## config.mk

```make
export PLATFORM = sky130hd
export DESIGN_NAME = fir_coef_loader
export DESIGN_NICKNAME = d
export VERILOG_FILES = /design/src/rtl/fir_coef_loader_pkg.sv /design/src/rtl/fir_coef_bank.sv /design/src/rtl/fir_coef_loader.sv
export SDC_FILE = /design/constraint.sdc
export NUM_CORES = 1
export LEC_CHECK = 0
export ABC_CLOCK_PERIOD_IN_PS = 14000
export CELL_PAD_IN_SITES_DETAIL_PLACEMENT = 1
export CELL_PAD_IN_SITES_GLOBAL_PLACEMENT = 2
export CORE_AREA = 10 10 315 317
export CTS_BUF_LIST = sky130_fd_sc_hd__clkbuf_8 sky130_fd_sc_hd__clkbuf_16
export CTS_CLUSTER_SIZE = 12
export DETAILED_ROUTE_END_ITERATION = 7
export DIE_AREA = 0 0 325 327
export PLACE_DENSITY = 0.59
export SLEW_MARGIN = 20
export SYNTH_ARGS = -nofsm -noshare
export SYNTH_HDL_FRONTEND = slang
export SYNTH_SLANG_ARGS = --single-unit
export TNS_END_PERCENT = 5
```

## constraint.sdc

```tcl
create_clock -name i_clk -period 14 [get_ports i_clk]
set_clock_uncertainty 0.05 [all_clocks]
set_input_delay 4.2 -clock i_clk [delete_from_list [all_inputs] [get_ports i_clk]]
set_output_delay 4.2 -clock i_clk [all_outputs]
set_load 0.05 [all_outputs]
```

## src/rtl/fir_coef_loader_pkg.sv

```systemverilog
// rtl/fir_coef_loader_pkg.sv - shared state encodings and default sizes for the coefficient loader
// Defaults match the FIR tap chain so both sides agree on coefficient format.

package fir_coef_loader_pkg;

   // Loader states; encodings are fixed so debug probes and the tap chain agree.
   typedef enum logic [1:0] {
      S_IDLE  = 2'd0,
      S_LOAD  = 2'd1,
      S_PEND  = 2'd2,
      S_DRAIN = 2'd3
   } state_t;

   // Default coefficient width (signed Q1.23) and tap count shared with the tap chain.
   localparam int DEF_DATA_WIDTH = 24;
   localparam int DEF_NUM_TAPS   = 16;
   localparam int DEF_IDX_WIDTH  = 4;

endpackage

```

## src/rtl/fir_coef_bank.sv

```systemverilog
// rtl/fir_coef_bank.sv - shadow/active coefficient register banks with atomic commit
// Optional feature macro: FIR_COEF_READBACK_EN (registered readback port on the active bank).

module fir_coef_bank #(
   parameter int DATA_WIDTH = 24,
   parameter int NUM_TAPS   = 16,
   parameter int IDX_WIDTH  = 4
) (
   input  logic                           i_clk,
   input  logic                           i_rst,
   input  logic                           wr_en,
   input  logic [IDX_WIDTH-1:0]           wr_idx,
   input  logic [DATA_WIDTH-1:0]          wr_data,
   input  logic                           commit,
`ifdef FIR_COEF_READBACK_EN
   input  logic [IDX_WIDTH-1:0]           rd_idx,
   output logic [DATA_WIDTH-1:0]          rd_data,
`endif
   output logic [NUM_TAPS*DATA_WIDTH-1:0] weights
);

   logic [DATA_WIDTH-1:0] shadow [NUM_TAPS];
   logic [DATA_WIDTH-1:0] active [NUM_TAPS];

   // Shadow bank collects incoming beats; the index is compared per tap so an
   // index outside the bank simply writes nothing.
   always_ff @(posedge i_clk) begin
      if (i_rst) begin
         for (int k = 0; k < NUM_TAPS; k++) shadow[k] <= '0;
      end else if (wr_en) begin
         for (int k = 0; k < NUM_TAPS; k++) begin
            if (wr_idx == IDX_WIDTH'(k)) shadow[k] <= wr_data;
         end
      end
   end

   // Active bank takes the whole shadow bank in one edge so taps never see a mixed set.
   always_ff @(posedge i_clk) begin
      if (i_rst) begin
         for (int k = 0; k < NUM_TAPS; k++) active[k] <= '0;
      end else if (commit) begin
         for (int k = 0; k < NUM_TAPS; k++) active[k] <= shadow[k];
      end
   end

   // Flatten the active bank: tap k sits at bits [k*DATA_WIDTH +: DATA_WIDTH].
   for (genvar k = 0; k < NUM_TAPS; k++) begin : g_flat
      assign weights[k*DATA_WIDTH +: DATA_WIDTH] = active[k];
   end

`ifdef FIR_COEF_READBACK_EN
   // Registered readback of the active bank; indices past the last tap read as zero.
   always_ff @(posedge i_clk) begin
      if (i_rst) begin
         rd_data <= '0;
      end else begin
         rd_data <= '0;
         for (int k = 0; k < NUM_TAPS; k++) begin
            if (rd_idx == IDX_WIDTH'(k)) rd_data <= active[k];
         end
      end
   end
`endif

endmodule

```

## src/rtl/fir_coef_loader.sv

```systemverilog
// rtl/fir_coef_loader.sv - streams FIR coefficients into a shadow bank and commits them on a sample strobe
// Optional feature macro: FIR_COEF_READBACK_EN (adds iv_rd_idx / ov_rd_data readback).

module fir_coef_loader
   import fir_coef_loader_pkg::*;
#(
   parameter int DATA_WIDTH = DEF_DATA_WIDTH,
   parameter int NUM_TAPS   = DEF_NUM_TAPS,
   parameter int IDX_WIDTH  = DEF_IDX_WIDTH
) (
   input  logic                           i_clk,
   input  logic                           i_rst,
   input  logic                           i_en,
   input  logic                           i_coef_valid,
   output logic                           o_coef_ready,
   input  logic [DATA_WIDTH-1:0]          iv_coef,
   input  logic                           i_coef_last,
   output logic [NUM_TAPS*DATA_WIDTH-1:0] ov_weights,
   output logic                           o_busy,
   output logic                           o_swap,
`ifdef FIR_COEF_READBACK_EN
   input  logic [IDX_WIDTH-1:0]           iv_rd_idx,
   output logic [DATA_WIDTH-1:0]          ov_rd_data,
`endif
   output logic                           o_err
);

   localparam logic [IDX_WIDTH-1:0] LAST_IDX = IDX_WIDTH'(NUM_TAPS - 1);

   state_t               state;
   logic [IDX_WIDTH-1:0] idx;
   logic                 ready;
   logic                 busy;
   logic                 swap;
   logic                 err;

   logic                 accept;
   logic                 loading;
   logic                 wr_en;
   logic                 commit;

   assign accept  = i_coef_valid && ready;
   assign loading = (state == S_IDLE) || (state == S_LOAD);
   assign wr_en   = accept && loading;
   // The strobe only counts once we are already waiting, so an i_en coinciding
   // with the final beat does not commit early.
   assign commit  = (state == S_PEND) && i_en;

   // Frame tracking FSM; ready/busy/swap/err are registered alongside the state.
   always_ff @(posedge i_clk) begin
      if (i_rst) begin
         state <= S_IDLE;
         idx   <= '0;
         ready <= 1'b1;
         busy  <= 1'b0;
         swap  <= 1'b0;
         err   <= 1'b0;
      end else begin
         swap <= 1'b0;
         case (state)
            S_IDLE, S_LOAD: begin
               if (accept) begin
                  if (i_coef_last) begin
                     idx <= '0;
                     if (idx == LAST_IDX) begin
                        state <= S_PEND;
                        ready <= 1'b0;
                        busy  <= 1'b1;
                     end else begin
                        // Short frame: drop it, keep the active bank as is.
                        err   <= 1'b1;
                        state <= S_IDLE;
                        busy  <= 1'b0;
                     end
                  end else if (idx == LAST_IDX) begin
                     // Long frame: swallow the excess beats until last.
                     err   <= 1'b1;
                     state <= S_DRAIN;
                     busy  <= 1'b1;
                  end else begin
                     idx   <= idx + 1'b1;
                     state <= S_LOAD;
                     busy  <= 1'b1;
                  end
               end
            end
            S_DRAIN: begin
               if (accept && i_coef_last) begin
                  state <= S_IDLE;
                  idx   <= '0;
                  busy  <= 1'b0;
               end
            end
            S_PEND: begin
               if (i_en) begin
                  state <= S_IDLE;
                  ready <= 1'b1;
                  busy  <= 1'b0;
                  swap  <= 1'b1;
                  err   <= 1'b0;
               end
            end
            default: begin
               state <= S_IDLE;
               idx   <= '0;
               ready <= 1'b1;
               busy  <= 1'b0;
            end
         endcase
      end
   end

   assign o_coef_ready = ready;
   assign o_busy       = busy;
   assign o_swap       = swap;
   assign o_err        = err;

   fir_coef_bank #(
      .DATA_WIDTH (DATA_WIDTH),
      .NUM_TAPS   (NUM_TAPS),
      .IDX_WIDTH  (IDX_WIDTH)
   ) u_bank (
      .i_clk   (i_clk),
      .i_rst   (i_rst),
      .wr_en   (wr_en),
      .wr_idx  (idx),
      .wr_data (iv_coef),
      .commit  (commit),
`ifdef FIR_COEF_READBACK_EN
      .rd_idx  (iv_rd_idx),
      .rd_data (ov_rd_data),
`endif
      .weights (ov_weights)
   );

endmodule

```

Word level (Yosys, flattened, before mapping)
Memory sizes are Yosys's and may differ from the RTL's.
Index checks and enable logic that the tools add are counted.
- flip-flop bits (word level): 10
- bits in latches: 0
- RAM bits: 768
- ROM bits: 0
- bits of input ports: 29
- logic and storage cells: 212
- memories kept: 2
- add/subtract/negate cells: 1
- $mul: 0
- divide/modulo/power cells: 0
- $lt $le $gt $ge: 0
- equal/unequal tests: 26
- shifts and indexed selects: 0
- muxes and demuxes: 129
- bitwise gates (word level): 33
- reductions and logical operators: 15
- memory list (memory ; words ; bits a word ; read ports ; clocked after memory_dff ; wr ports ; RTL line ; source):
    u_bank.active ; 16 ; 24 ; 16 ; 0 ; 16 ; fir_coef_bank.sv:23 ; logic [DATA_WIDTH-1:0] active [NUM_TAPS];
    u_bank.shadow ; 16 ; 24 ; 16 ; 0 ; 16 ; fir_coef_bank.sv:22 ; logic [DATA_WIDTH-1:0] shadow [NUM_TAPS];
- operators by type and width (kind ; count):
    $mux 24 ; 32
    $mux 1 ; 82
    $eq 4x4->1 const B ; 8
    $or 1x1->1 ; 32
    $eq 4x3->1 const B ; 4
    $mux 4 ; 4
    $mux 2 ; 6
    $ne 2x2->1 const B ; 5
    $reduce_and 5->1 ; 2
    $ne 3x3->1 const B ; 3
    $eq 4x2->1 const B ; 2
    $pmux 4 s2 ; 1
    $pmux 2 s3 ; 1
    $add 4x1->4 const B ; 1
    $eq 2x2->1 const B ; 2
    $eq 4x1->1 const B ; 1
    $logic_and 1x1->1 ; 4
    $logic_not 4->1 ; 1
    $pmux 1 s2 ; 2
    $reduce_and 4->1 ; 1
    $reduce_bool 2->1 ; 2
    $reduce_or 2->1 ; 2
    $pmux 1 s3 ; 1
    $reduce_and 3->1 ; 1
    4 further kinds ; 4

Depth between registers and ports, before layout
Gate-level depths: netlist (run 1).
- depth after elaboration: 7
- gate-level depth with buffers: 5
- gate-level depth less buffers: 5

Hierarchy
Synthesis (run 1) repeated with hierarchy kept, for this count alone.
- cells, all modules: 1651
- area total of the unflattened synthesis: 28174.5 um^2
- by module, submodules not included (module ; times used ; cells each ; area each (um^2) ; sequential area each (um^2)):
    fir_coef_bank ; 1 ; 1592 ; 27662.8 ; 23062.1
    fir_coef_loader ; 1 ; 59 ; 511.7 ; 200.2

Worst setup path before layout (run 1)
Ideal clock, no wire load.
- path kind: input to register
- start point: input port i_rst
- end point: memory u_bank.active[0][0], enable pin
- arrival time: 11.974 ns
- data required time: 13.218 ns
- setup slack: 1.244 ns
- cell stages on the path: 3
- cell sequence: clkbuf_1 > nor2b_1 > inv_1
- RTL lines (what ; RTL line ; source):
    from (decl) ; fir_coef_loader.sv:12 ; input logic i_rst,
    to (decl) ; fir_coef_bank.sv:23 ;

==> qor.txt, run 1 <==
Post-Syn Nets - 1656
Fin Setup TNS - 0 ps
Placed Cells - 3232
Post-CTS setup repair buffer count - 0
Synth async-reset ratio - 0
Initial DRC Count - 971
Commonest cells post-synth - edfxtp_1, nor2_1, and2_1
Total power draw - 0.00530 W
Post-DR vias/cell - 4.31
Area delta synth->final - 30.2%
Initial antenna violation count - 5
DRC violations left - 0
Mapped Cells - 1623
Top_reg_cell synth - edfxtp_1
Grt peak-use layer - met2
Synth area leader - edfxtp_1
Tot GR Track Use - 0.151
FF+latch count, synth - 778
Unique masters post-synth - 33
Die Footprint - 106000 µm²
Grt met1 use - 0.179
Syn Std Cell Area - 27700 µm²
F_max - 137 MHz
MaxCap Viol Count - 0
Crit-path cells - clkdlybuf4s50_1 -> nand3b_1 -> nor2b_1 -> inv_8 -> buf_4 -> buf_4
Setup crit end kind - register
Setup-failing EPs final - 0
Vias - 14.6k
Initial DRT Pass Iterations - 4
Sequential share of the synthesized area - 0.840
PwrDens - 147 nW/µm²
Die Y - 327 µm
Most Frequent Cell on Critical Path - buf_4
Final worst-path cycle share - 0.521
Final net count - 2099
Overflow after GRT - 0
Fillers - 9278
Hold crit path type - reg -> reg
Initial Utilization - 0.299
CTS root buffer - clkbuf_16
Share of cells above drive strength 1 - 0.0792
Slew Viols, Final - 0
RSZ-0062 raised after global routing - no
CTS buffer count - 85
# clock sinks - 778
Clock-pin transition on the worst setup and hold timing paths - 60 ps
# rows - 112
Status - completed
Area contributors post-synth - edfxtp_1, and2_1, nor2b_1, nor2_1, nand2b_1
Total wire length - 82.2 mm
H-tree levels - 3
# IOs - 417
Worst Path Required - 14210 ps
Static leakage - 12.9 nW
CTS resizes - 0
Worst-Skew Late Latency - 640 ps
EDFF count, synth - 768
Hold Slack - 451 ps
Core area - 92800 µm²
Worst vdd ir - 85.5 µV
Pin count of the biggest net entering global routing - 165
Vias in the first global route - 15.5k
Layout Cells excl Fill - 3390
Max incr delay on CP - 900 ps
Hold buffer count at CTS - 0
YS warnings - 0
Grt met2 use - 0.277
Chip width - 325 µm
Wirelength per Cell - 24.2 µm
Mean post-synth cell area - 17.1 µm²
Setup Crit Path Kind - in -> reg
PortBufs - 416
Routability cong. - 0.736
Worst-margin pin slew - 1200 ps
Relative slew slack - 0.199
Post-DRT Antenna Nets - 0
Hold Fails Final Rpt - 0
DP HPWL - 54.0 mm
Crit Path Max Fanout - 78
WP data arrival - 7510 ps
Slowest-stage cell, CP - buf_4
Area share of the largest cell type after synthesis - 0.832
CTS Buffer Depth - 3
First-pass GRT wire length - 116 mm
Most common cell in the netlist - edfxtp_1
CTS tree - yes
Worst Setup Start Kind - input port
Clock period minus worst slack - 7300 ps
Met3 Use GR - 0.0298
## worst paths after layout
path / endpoint / depth (start not counted) / slack, ps / start
max: u_bank.active[5][7]$_SDFFCE_PP0P_ / 6 / 6700 / i_en
min: u_bank.active[1][40]$_SDFFCE_PN0P_ / 1 / 450 / u_bank.shadow[0][88]$_SDFFCE_PN0P_
max reg2reg: u_bank.active[5][31]$_SDFFCE_PP0P_ / 5 / 10300 / state[1]$_SDFFE_PP0P_
min reg2reg: u_bank.active[1][40]$_SDFFCE_PN0P_ / 1 / 450 / u_bank.shadow[0][88]$_SDFFCE_PN0P_
## area by class of cell
cell class	count	area, µm²	share of cell area
sequential	778	23300	0.645
timing repair buffer	452	4470	0.124
multi-input combinational	720	3960	0.110
clock buffer	91	2230	0.0619
tap	1254	1570	0.0435
clock inverter	65	467	0.0129
inverter	29	116	0.00322
antenna	1	2.50	0.0000694
## layout by cell type (no fill, tap or decap), types with 2 or more instances in the layout
master,instances
clkinv_16,2
clkbuf_8,4
buf_6,2
a41o_1,3
a21oi_1,3
clkinv_4,2
nor2b_1,148
ha_1,4
a21o_1,2
and2_1,240
bufinv_16,3
edfxtp_1,768
nand2_1,6
or3_1,2
clkbuf_16,87
nor2_1,246
nand2b_2,10
nand3_1,11
clkdlybuf4s50_1,415
a32oi_1,2
inv_1,49
clkinv_1,20
a31o_2,2
dfxtp_1,10
buf_4,33
nand3_2,2
nand2b_1,25
inv_16,4
o21ai_0,2
clkinv_2,13
## cell families after synthesis
kind of cell / share of synthesized area
flops: 0.840
simple gates: 0.134
buf+inv: 0.0190
compound gates: 0.00569
fa+ha+maj: 0.00181
## layer usage
| layer | up-vias | part of all wire |
|---|---|---|
| met2 | 402 | 0.53 |
| met4 | 0 | 0.018 |
| met3 | 87 | 0.045 |
| li1 | 6563 | - |
| met1 | 7571 | 0.40 |
| met5 | - | 0 |
## critical path, delay by kind of cell
kind	cells	cell delay, ps
buffers and inverters	4	2670
AND/OR/NAND/NOR	2	480
## through the flow
stage               utilization  setup slack, ps  area, µm²
CTS                       0.388             6680      36000
detailed placement        0.359             5980      33300
floorplan                     -             1240      27700
global placement          0.359             6100      33300
global route              0.389             6500      36100
finish                    0.389             6700      36100
## where the power goes
group / internal (W) / switching [W] / leakage (nW)
logic: 0.000112 / 0.000318 / 3.53
registers: 0.00268 / 0.0000420 / 7.92
clock network: 0.00122 / 0.000935 / 1.41
total: 0.00401 / 0.00130 / 12.9
## sequential cells by signal, summed over array words and instances (netlist names)
signal,flops
u_bank.active,384
u_bank.shadow,384
idx,4
state,2
o_busy,1
o_coef_ready,1
o_err,1
o_swap,1
Note: power is estimated with default switching activity, not from simulation.
==> run 2, diff against run 1 <==
- ABC_CLOCK_PERIOD_IN_PS: 14000 -> 7350
- clock period: 14 -> 7.35 ns (I/O delays scaled with it)
==> run 2 against run 1 <==
- cell count shrank 0.35%
- sequential power rose by 91%
- die area unchanged
- non-clock buffer count fell by 10
- first-iteration DRC count increased by 21%
- highest routed layer unchanged
- utilization is essentially flat
- sequential share of layout area down 0.060 points
- routed wire length increased by 2.8%
==> qor.txt, run 2 (same netlist as run 1, synthesis figures left out) <==
Status - completed (unchanged)
Die Footprint - 106000 µm² (unchanged)
Pin count of the biggest net entering global routing - 141 (was 165)
Area delta synth->final - 30.3% (was 30.2%)
Placed Cells - 3223 (was 3232)
CTS Buffer Depth - 3 (unchanged)
Initial antenna violation count - 5 (unchanged)
Grt met2 use - 0.276 (was 0.277)
CTS resizes - 0 (unchanged)
PortBufs - 416 (unchanged)
Wirelength per Cell - 25.0 µm (was 24.2 µm)
Met3 Use GR - 0.0368 (was 0.0298)
Fillers - 9322 (was 9278)
Hold crit path type - reg -> reg (unchanged)
PwrDens - 282 nW/µm² (was 147 nW/µm²)
WP data arrival - 1990 ps (was 7510 ps)
Layout Cells excl Fill - 3378 (was 3390)
Total net switching power - 0.00246 W (was 0.00130 W)
Total wire length - 84.5 mm (was 82.2 mm)
Initial DRT Pass Iterations - 5 (was 4)
Logic pwr share - 0.081 (about the same)
Chip width - 325 µm (unchanged)
Grt peak-use layer - met2 (unchanged)
H-tree levels - 3 (unchanged)
Slowest-stage cell, CP - clkdlybuf4s50_1 (was buf_4)
Initial Utilization - 0.299 (unchanged)
# rows - 112 (unchanged)
# IOs - 417 (unchanged)
Hold Fails Final Rpt - 0 (unchanged)
Worst Setup Start Kind - register (was input port)
Most frequent cells in the layout - edfxtp_1, clkdlybuf4s50_1, nor2_1 (unchanged)
Clock share of power - 0.410 (was 0.405)
First-pass GRT wire length - 119 mm (was 116 mm)
Vias - 14.6k (about the same)
RSZ-0062 raised after global routing - no (unchanged)
Vias in the first global route - 15.7k (was 15.5k)
Grt met1 use - 0.183 (was 0.179)
Setup-failing EPs final - 0 (unchanged)
MaxCap Viol Count - 0 (unchanged)
Crit-path cells - clkdlybuf4s50_1 (was clkdlybuf4s50_1 -> nand3b_1 -> nor2b_1 -> inv_8 -> buf_4 -> buf_4)
DRC violations left - 0 (unchanged)
Share of cells above drive strength 1 - 0.0838 (was 0.0792)
Largest registers - u_bank.active: 384 flops, u_bank.shadow: 384 flops, idx: 4 flops (unchanged)
# clock sinks - 778 (unchanged)
Post-DR vias/cell - 4.31 (about the same)
Hold buffer count at CTS - 0 (unchanged)
Internal power - 0.00773 W (was 0.00401 W)
CTS tree - yes (unchanged)
Seq pwr share - 0.510 (was 0.513)
Relative slew slack - 0.270 (was 0.199)
Overflow after GRT - 0 (unchanged)
Final worst-path cycle share - 0.577
Worst-Skew Late Latency - 650 ps (was 640 ps)
CTS buffer count - 87 (was 85)
Setup crit end kind - primary output (was register)
Worst vdd ir - 168 µV (was 85.5 µV)
Post-DRT Antenna Nets - 0 (unchanged)
DP HPWL - 54.4 mm (was 54.0 mm)
Delay-heaviest family, CP - buffers and inverters (unchanged)
Routability cong. - 0.752 (was 0.736)
CTS root buffer - clkbuf_16 (unchanged)
Commonest non-fill, non-tap cell in the layout - edfxtp_1 (unchanged)
Clock period minus worst slack - 4240 ps
Final net count - 2091 (was 2099)
Die Y - 327 µm (unchanged)
Tot GR Track Use - 0.155 (was 0.151)
Setup Crit Path Kind - reg -> out (was in -> reg)
Core area - 92800 µm² (unchanged)
Initial DRC Count - 1177 (was 971)
CP bufs+invs - 1 (was 4)
F_max - 236 MHz
Slew Viols, Final - 0 (unchanged)
Sw frac - 0.241 (was 0.244)
Worst Path Required - 5100 ps (was 14210 ps)
Hold Slack - 463 ps (was 451 ps)
Static leakage - 12.8 nW (was 12.9 nW)
Clock-pin transition on the worst setup and hold timing paths - 60 ps (about the same)
Max incr delay on CP - 870 ps (was 900 ps)
Crit Path Max Fanout - 1 (was 78)
Post-CTS setup repair buffer count - 0 (unchanged)
Worst-margin pin slew - 1090 ps (was 1200 ps)
[run 2: cell count changes in the layout (fill, tap and decap cells not counted), moves of 4 or more]
cell      delta
buf_12       +4
inv_16       -4
nand2b_2    +15
clkbuf_8     -4
nand2b_1    -15
buf_4       -14
[run 2: per-stage QoR]
stage	setup WS (ps)	TNS [ps]	util	power, W	instance area, µm²
after floorplan	-1380	-529600	-	0.00575	27700
after global placement	2260	0	0.359	0.00612	33300
after detailed placement	2290	0	0.360	0.00613	33400
after CTS	2970	0	0.389	0.0103	36100
after global routing	3060	0	0.389	0.0105	36100
final	3110	0	0.389	0.0102	36100
[run 2: final cells by class]
class,instances,area (µm²),share of cell area
Antenna cell,1,2.50,0.0000693
Clock inverter,65,513,0.0142
Timing Repair Buffer,442,4430,0.123
Multi-Input combinational cell,720,4000,0.111
Clock buffer,89,2230,0.0617
Sequential cell,778,23300,0.644
Tap cell,1254,1570,0.0434
Inverter,29,113,0.00312
[run 2: routing by layer]
| layer | up-vias | routed length (µm) |
|---|---|---|
| met2 | 433 | 43400 |
| met3 | 123 | 4520 |
| met4 | 0 | 2280 |
| li1 | 6555 | - |
| met5 | - | 0 |
| met1 | 7448 | 34300 |
[run 2: worst paths after layout]
path | start | to | slack [ps] | depth (start not counted)
setup / recovery | u_bank.active[1][24]$_SDFFCE_PN0P_ | ov_weights[72] | 3110 | 1
hold / removal | u_bank.shadow[0][73]$_SDFFCE_PN0P_ | u_bank.active[1][25]$_SDFFCE_PN0P_ | 460 | 1
hold reg to reg | u_bank.shadow[0][73]$_SDFFCE_PN0P_ | u_bank.active[1][25]$_SDFFCE_PN0P_ | 460 | 1
setup reg to reg | idx[0]$_SDFFE_PP0P_ | u_bank.shadow[1][189]$_DFFE_PP_ | 4770 | 4
[run 2: power by group through the flow]
stage | registers [W] | logic [W] | clock network, W
after floorplan | 0.00560 | 0.000155 | 0
after global placement | 0.00528 | 0.000833 | 0
after detailed placement | 0.00529 | 0.000840 | 0
after CTS | 0.00520 | 0.000841 | 0.00430
after global routing | 0.00521 | 0.000860 | 0.00447
final | 0.00519 | 0.000820 | 0.00417
